## src/rtl/systolic_filter_seq_ctrl.sv

```systemverilog
// Sequencer for the systolic matched-filter chain: flush, fill, run and drain phases,
// sample-gap resynchronisation and per-lane output overflow monitoring.
`timescale 1ns/1ps
module systolic_filter_seq_ctrl #(
  parameter int INBITS       = 12,
  parameter int OUTBITS      = 16,
  parameter int FLUSH_CYCLES = 8,
  parameter int LATENCY      = 9,
  parameter int CNTW         = $clog2(((FLUSH_CYCLES > LATENCY) ? FLUSH_CYCLES : LATENCY) + 1)
) (
  input  logic        clk_i,
  input  logic        rst_ni,
  input  logic        run_i,
  input  logic        samp_valid_i,
  input  logic [23:0] lane0_i,
  input  logic [23:0] lane1_i,
  input  logic        ovf_clr_i,
  output logic        zero_o,
  output logic        out_valid_o,
  output logic        busy_o,
  output logic [2:0]  state_o,
  output logic [1:0]  ovf_o,
  output logic [7:0]  resync_cnt_o
);

  localparam int TOPW = 25 - OUTBITS;

  if (OUTBITS < INBITS + 1) begin : g_bad_width
    $error("OUTBITS must exceed INBITS");
  end

  typedef enum logic [2:0] {
    S_IDLE  = 3'd0,
    S_FLUSH = 3'd1,
    S_FILL  = 3'd2,
    S_RUN   = 3'd3,
    S_DRAIN = 3'd4
  } state_e;

  state_e            state_r;
  state_e            state_nx_s;
  logic [CNTW-1:0]   cnt_r;
  logic [CNTW-1:0]   cnt_nx_s;
  logic              resync_inc_s;
  logic              zero_r;
  logic              valid_r;
  logic              busy_r;
  logic [1:0]        ovf_r;
  logic [1:0]        ovf_set_s;
  logic [7:0]        resync_r;

  // A lane result is out of range when its bits above the legal sign bit are not a pure sign extension.
  function automatic logic lane_ovf(input logic [23:0] lane);
    logic [TOPW-1:0] top_s;
    top_s = lane[23:OUTBITS-1];
    return !((&top_s) | ~(|top_s));
  endfunction

  // Next-state and counter reload logic.
  always_comb begin
    state_nx_s   = S_IDLE;
    cnt_nx_s     = cnt_r - CNTW'(1);
    resync_inc_s = 1'b0;
    case (state_r)
      S_IDLE: begin
        if (run_i) begin
          state_nx_s = S_FLUSH;
          cnt_nx_s   = CNTW'(FLUSH_CYCLES - 1);
        end else begin
          state_nx_s = S_IDLE;
        end
      end
      S_FLUSH: begin
        if (!run_i) begin
          state_nx_s = S_IDLE;
        end else if (cnt_r == CNTW'(0)) begin
          state_nx_s = S_FILL;
          cnt_nx_s   = CNTW'(LATENCY - 1);
        end else begin
          state_nx_s = S_FLUSH;
        end
      end
      S_FILL: begin
        if (!run_i) begin
          state_nx_s = S_DRAIN;
          cnt_nx_s   = CNTW'(LATENCY - 1);
        end else if (!samp_valid_i) begin
          state_nx_s   = S_FLUSH;
          cnt_nx_s     = CNTW'(FLUSH_CYCLES - 1);
          resync_inc_s = 1'b1;
        end else if (cnt_r == CNTW'(0)) begin
          state_nx_s = S_RUN;
        end else begin
          state_nx_s = S_FILL;
        end
      end
      S_RUN: begin
        if (!run_i) begin
          state_nx_s = S_DRAIN;
          cnt_nx_s   = CNTW'(LATENCY - 1);
        end else if (!samp_valid_i) begin
          state_nx_s   = S_FLUSH;
          cnt_nx_s     = CNTW'(FLUSH_CYCLES - 1);
          resync_inc_s = 1'b1;
        end else begin
          state_nx_s = S_RUN;
        end
      end
      S_DRAIN: begin
        if (cnt_r == CNTW'(0)) begin
          state_nx_s = S_IDLE;
        end else begin
          state_nx_s = S_DRAIN;
        end
      end
      default: begin
        state_nx_s = S_IDLE;
      end
    endcase
  end

  // State, counter and Moore outputs registered together so outputs track the state register exactly.
  always_ff @(posedge clk_i or negedge rst_ni) begin
    if (!rst_ni) begin
      state_r  <= S_IDLE;
      cnt_r    <= '0;
      zero_r   <= 1'b1;
      valid_r  <= 1'b0;
      busy_r   <= 1'b0;
      resync_r <= 8'd0;
    end else begin
      state_r <= state_nx_s;
      cnt_r   <= cnt_nx_s;
      zero_r  <= (state_nx_s != S_FILL) && (state_nx_s != S_RUN);
      valid_r <= (state_nx_s == S_RUN);
      busy_r  <= (state_nx_s != S_IDLE);
      if (resync_inc_s && (resync_r != 8'hFF)) begin
        resync_r <= resync_r + 8'd1;
      end else begin
        resync_r <= resync_r;
      end
    end
  end

  assign ovf_set_s = {lane_ovf(lane1_i), lane_ovf(lane0_i)} & {2{valid_r}};

  // Sticky overflow flags; a new violation outranks a simultaneous clear.
  always_ff @(posedge clk_i or negedge rst_ni) begin
    if (!rst_ni) begin
      ovf_r <= 2'b00;
    end else if (ovf_clr_i) begin
      ovf_r <= ovf_set_s;
    end else begin
      ovf_r <= ovf_r | ovf_set_s;
    end
  end

  assign zero_o       = zero_r;
  assign out_valid_o  = valid_r;
  assign busy_o       = busy_r;
  assign state_o      = state_r;
  assign ovf_o        = ovf_r;
  assign resync_cnt_o = resync_r;

endmodule

```

## config.mk

```make
export PLATFORM = sky130hd
export DESIGN_NAME = systolic_filter_seq_ctrl
export DESIGN_NICKNAME = d
export VERILOG_FILES = /design/src/rtl/systolic_filter_seq_ctrl.sv
export SDC_FILE = /design/constraint.sdc
export NUM_CORES = 1
export LEC_CHECK = 0
export ABC_AREA = 0
export CAP_MARGIN = 30
export CORE_ASPECT_RATIO = 1.75
export CORE_MARGIN = 4
export CORE_UTILIZATION = 37
export DETAILED_ROUTE_END_ITERATION = 8
export PLACE_DENSITY = 0.84
export SYNTH_ARGS = -nofsm -noshare
export SYNTH_HDL_FRONTEND = slang
export SYNTH_SLANG_ARGS = --single-unit
```

## constraint.sdc

```tcl
create_clock -name clk_i -period 2.57 [get_ports clk_i]
set_clock_uncertainty 0.1 [all_clocks]
set_input_delay 0.771 -clock clk_i [delete_from_list [all_inputs] [get_ports clk_i]]
set_output_delay 0.771 -clock clk_i [all_outputs]
set_load 0.01 [all_outputs]
```

==> results of run 1 <==
[synth_stat cells, types with 2 or more instances]
library cell	number	area, um2
and3_1	2	12.5
dfrtp_1	19	475
ha_1	3	37.5
inv_1	6	22.5
mux2_2	3	33.8
nand2_1	11	41.3
nand2b_1	3	18.8
nand3_1	5	25.0
nand4_1	4	25.0
nor2_1	6	22.5
nor2b_1	2	12.5
nor3_1	4	20.0
nor4_1	3	18.8
o21ai_0	3	15.0
o21ai_1	2	10.0
o22ai_1	2	12.5
xnor2_1	5	43.8
xor2_1	2	17.5
[worst max-delay path by stage]
stage,start,to,slack [ns],cells after the start
after floorplan,samp_valid_i,resync_cnt_o[7]$_DFFE_PN0P_,0.75,3
after global placement,samp_valid_i,resync_cnt_o[7]$_DFFE_PN0P_,0.24,4
after detailed placement,samp_valid_i,resync_cnt_o[7]$_DFFE_PN0P_,0.21,4
after CTS,state_o[1]$_DFF_PN0_,state_o[1],0.37,1
after global routing,state_o[2]$_DFF_PN0_,state_o[2],0.32,1
final,state_o[1]$_DFF_PN0_,state_o[1],0.37,1
[area by class of cell]
| class | instances | area share |
|---|---|---|
| sequential | 20 | 0.339 |
| multi-input combinational | 72 | 0.319 |
| timing repair buffer | 40 | 0.267 |
| clock buffer | 4 | 0.0372 |
| tap | 26 | 0.0220 |
| inverter | 6 | 0.0152 |
[state kept, by name, indices dropped and copies added, names as in the netlist]
signal / flops
resync_cnt_o: 8
ovf_o: 2
state_o: 3
busy_o: 1
zero_o: 1
out_valid_o: 1
cnt_r: 4
[stage by stage]
stage                     power [W]  setup WS (ns)  utilization
after floorplan            0.000464          0.746            -
after global placement     0.000541          0.243        0.564
after detailed placement   0.000554          0.208        0.564
after CTS                  0.000792          0.365        0.586
after global routing       0.000823          0.322        0.586
final                      0.000785          0.372        0.586
[metal layers]
layer	wire length [um]	track usage
met2	1280	0.262
met5	0	0
met1	856	0.124
met3	218	0.0331
met4	37	0.0582
[logic make-up (layout without fill, tap and decap cells)]
kind of cell	count (synthesis)	in the layout	share of synthesized area
fa+ha+maj	3	3	0.0377
xor+xnor	7	7	0.0616
simple gates	46	46	0.250
flops	20	20	0.504
mux	3	3	0.0339
buf+inv	6	50	0.0226
compound gates	13	13	0.0905
[report_power, final]
group / switching (W) / leakage, nW / total, W / internal (W)
registers: 0.0000299 / 0.261 / 0.000382 / 0.000352
clock network: 0.000103 / 0.0288 / 0.000240 / 0.000136
logic: 0.0000695 / 0.344 / 0.000163 / 0.0000935
==> reports/qor.csv, run 1 <==
metric;value;unit
outcome;complete, no violations;
cts_made_buffers;3;
slowest_stage;clkdlybuf4s50_1;
drv_cap;0;
fin_cells;168;
io_pins;69;
placed_area;1420;um2
whs_path_depth;1;
clk_latency;0.26;ns
ys_warn_count;0;
cp-end-kind;output port;
cts_buffer_depth;2;
synth-seq-cells;20;
stdcell_area;1480;um2
antennaDiodeCount;0;
p_leak;0.634;nW
holdBufCountCts;0;
dieArea;3620;um2
numPortBuffers;38;
synth-main-ff-cell;dfrtp_1;
fin_crit_sh;0.855;
syn_nets;154;
cts_root_buf;clkbuf_8;
regToRegEndpoint;resync_cnt_o[1]$_DFFE_PN0P_;
hold_class;reg -> reg;
cts.reportedPaths.clkPinSlew;0.07;ns
r2r-start;resync_cnt_o[0]$_DFFE_PN0P_;
vias;895;
antenna_found_initial;0;
start_util;0.395;
rr_worst_depth;4;
yosysSeqAreaShare;0.504;
place_congestion;0.696;
holdWs;0.405;ns
wl_per_cell;14.2;um
layout_common_cells;clkdlybuf4s50_1 (38), dfrtp_1 (19), nand2_1 (11);
cts_tree;yes;
grt_overflow;0;
syn_avg_cell_area;10.2;um2
layout_commonest_cell;clkdlybuf4s50_1;
regArea;502;um2
final_nets;199;
grt_max_degree;21;
drt_pass1_iterations;4;
crit_required;1.70;ns
cp.arrival;1.33;ns
place_inst;164;
die_y;76.6;um
fin_crit;2.20;ns
worst_pin_slew;0.305;ns
drive_gt1_frac;0.0845;
fmax;455;MHz
synth_cell_type_count;31;
die_w;47.2;um
syn_inst;98;
grt_pass1_vias;896;
syn_to_final_growth;48.5;%
grt_usage;0.139;
cp_cell_sequence;clkdlybuf4s50_1;
vias_per_cell;5.33;
fillers;204;
power.density;531;nW/um2
finalSetupTns;0;ns
cp-start-kind;flop;
ant_nets;0;
dp.final_hpwl;1990;um
setup_viol;0;
holdCritStartpoint;cnt_r[0]$_DFF_PN0_;
dr.first_iter.drc_count;9;
grt_pass1_wl;3730;um
crit_buf_inv;1;
path_class;reg -> out;
maxSlewHeadroom;0.796;
cts_setup_buffers;0;
htreeDepth;1;
cts-resized-gates;0;
ys_async_sr_fraction;1.00;
hold_violations;0;
wl;2390;um
rsz0062_at_grt;false;
synth_edf_count;0;
multi_input_area;472;um2
drc_errors;0;
std_cell_rows;24;
crit_fanout;8;
syn_area;996;um2
cts_sinks;20;
holdPathEnd;cnt_r[0]$_DFF_PN0_;
rrSetupSlack;0.91;ns
slew_violations;0;
ir_worst_vdd;349;uV
coreArea;2520;um2
cp_top_family;buffers and inverters;
cpPeakStageDelay;0.60;ns
(Power assumes the default switching activity.)
==> run 2, diff against run 1 <==
--- a/config.mk
+++ b/config.mk
@@ -11,6 +11,7 @@
 export CORE_MARGIN = 4
 export CORE_UTILIZATION = 37
 export DETAILED_ROUTE_END_ITERATION = 8
+export GPL_ROUTABILITY_DRIVEN = 0
 export PLACE_DENSITY = 0.84
 export SYNTH_ARGS = -nofsm -noshare
 export SYNTH_HDL_FRONTEND = slang
==> results of run 2 <==
The final DEF is identical to that of run 1; final timing and power are the same.
==> run 3, diff against run 2 <==
--- a/config.mk
+++ b/config.mk
@@ -7,7 +7,6 @@
 export LEC_CHECK = 0
 export ABC_AREA = 0
 export CAP_MARGIN = 30
-export CORE_ASPECT_RATIO = 1.75
 export CORE_MARGIN = 4
 export CORE_UTILIZATION = 37
 export DETAILED_ROUTE_END_ITERATION = 8
==> run 3 against run 2 <==
Power decreased by 11%. Combinational power barely moved. Wire length is 4.1% lower. Largest power group unchanged. Highest routed layer unchanged.
==> reports/qor.csv, run 3 (synthesis gave the netlist of run 1 again) <==
metric;value;unit;change
outcome;complete, no violations;;
drt_pass1_iterations;4;;unchanged
placed_area;1420;um2;-0.18%
cts-resized-gates;0;;unchanged
grt_overflow;0;;unchanged
ant_nets;0;;unchanged
cts_made_buffers;3;;unchanged
dieArea;3590;um2;-0.91%
met1_length;907;um;+6.0%
cp_top_family;buffers and inverters;;
die_y;59.9;um;-22%
hold_violations;0;;unchanged
finalSetupTns;0;ns;unchanged
fillers;230;;+13%
cts_tree;yes;;
dr.first_iter.drc_count;16;;+7
grt_max_degree;15;;-29%
grt_pass1_vias;901;;+0.56%
p_leak;0.615;nW;-2.9%
rrSetupSlack;0.90;ns;about the same
worst_pin_slew;0.322;ns;+0.0173 ns
vias;881;;-1.6%
cp_cell_sequence;clkdlybuf4s50_1;;
antennaDiodeCount;0;;unchanged
layout_common_cells;clkdlybuf4s50_1 (38), dfrtp_1 (19), nand2_1 (11);;
stdcell_area;1450;um2;-2.1%
ir_worst_vdd;375;uV;+7.5%
grt_pass1_wl;3730;um;unchanged
crit_required;1.70;ns;about the same
io_pins;69;;unchanged
dp.final_hpwl;1820;um;-8.7%
rsz0062_at_grt;false;;
drv_cap;0;;unchanged
antenna_found_initial;0;;unchanged
start_util;0.395;;unchanged
std_cell_rows;18;;-25%
cts_setup_buffers;0;;unchanged
wl_per_cell;13.4;um;-5.8%
layout_commonest_cell;clkdlybuf4s50_1;;
slew_violations;0;;unchanged
cp-end-kind;output port;;
largest_reg_flops;8;;unchanged
coreArea;2520;um2;unchanged
rr_worst_depth;4;;unchanged
holdPathEnd;cnt_r[0]$_DFF_PN0_;;
slowest_stage;clkdlybuf4s50_1;;
setup_viol;0;;unchanged
regToRegEndpoint;resync_cnt_o[1]$_DFFE_PN0P_;;
drc_errors;0;;unchanged
whs_path_depth;1;;unchanged
maxSlewHeadroom;0.782;;-0.0139
cts.reportedPaths.clkPinSlew;0.11;ns;+0.04 ns
fmax;447;MHz;-1.7%
routed.top_layer;met4;;
holdCritStartpoint;cnt_r[0]$_DFF_PN0_;;
htreeDepth;1;;unchanged
die_w;59.9;um;+27%
power;0.000697;W;-11%
cp.arrival;1.37;ns;+0.04 ns
cts_buffer_depth;2;;unchanged
hold_class;reg -> reg;;
crit_fanout;8;;unchanged
cp-start-kind;flop;;
cts_root_buf;clkbuf_4;;
fin_crit_sh;0.870;;+0.0151
wl;2290;um;-4.1%
cpPeakStageDelay;0.59;ns;about the same
route.met2.wl;1200;um;-6.0%
grt_usage;0.137;;-0.00152
path_class;reg -> out;;
syn_to_final_growth;45.4;%;
met3_length;161;um;-26%
holdBufCountCts;0;;unchanged
power.density;481;nW/um2;-9.3%
numPortBuffers;38;;unchanged
clk_latency;0.29;ns;+0.03 ns
drive_gt1_frac;0.0709;;-0.0136
crit_buf_inv;1;;unchanged
holdWs;0.413;ns;+0.00776 ns
vias_per_cell;5.15;;-3.3%
final_nets;198;;-0.50%
cts_sinks;20;;unchanged
r2r-start;resync_cnt_o[0]$_DFFE_PN0P_;;
fin_crit;2.24;ns;+0.0389 ns
[run 3: cell count changes in the layout (fill, tap and decap cells not counted), sizes merged]
cell / previous run / this run
buf: 2 / 1
[run 3: how the worst max path moves through the flow]
stage	start	endpoint	slack, ns	depth (start not counted)
after floorplan	samp_valid_i	resync_cnt_o[7]$_DFFE_PN0P_	0.75	3
after global placement	run_i	resync_cnt_o[7]$_DFFE_PN0P_	0.18	4
after detailed placement	run_i	resync_cnt_o[7]$_DFFE_PN0P_	0.14	4
after CTS	state_o[1]$_DFF_PN0_	state_o[1]	0.33	1
after global routing	state_o[1]$_DFF_PN0_	state_o[1]	0.29	1
final	state_o[1]$_DFF_PN0_	state_o[1]	0.33	1
[run 3: report_power, final]
group	total (W)	internal, W	switching, W
sequential	0.000381	0.000352	0.0000293
clock	0.000150	0.0000603	0.0000892
combinational	0.000166	0.0000937	0.0000722
[run 3: cell type report]
| type | instances | area, um2 | share of cell area |
|---|---|---|---|
| timing repair buffer | 39 | 388 | 0.268 |
| multi-input combinational | 72 | 472 | 0.326 |
| tap | 30 | 37.5 | 0.0259 |
| inverter | 6 | 22.5 | 0.0156 |
| clock buffer | 4 | 26.3 | 0.0182 |
| sequential | 20 | 502 | 0.347 |
[run 3: stage by stage]
step / instances / util / setup slack, ns
4_1_cts: 171 / 0.574 / 0.328
3_3_place_gp: 167 / 0.563 / 0.185
5_1_grt: 171 / 0.574 / 0.287
3_5_place_dp: 167 / 0.563 / 0.139
6_report: 171 / 0.574 / 0.333
2_1_floorplan: 98 / - / 0.746
[run 3: layer usage]
layer / vias up / global-route usage
met5: - / 0
met4: 0 / 0.0506
met3: 4 / 0.0238
met2: 23 / 0.265
met1: 416 / 0.145
li1: 438 / -
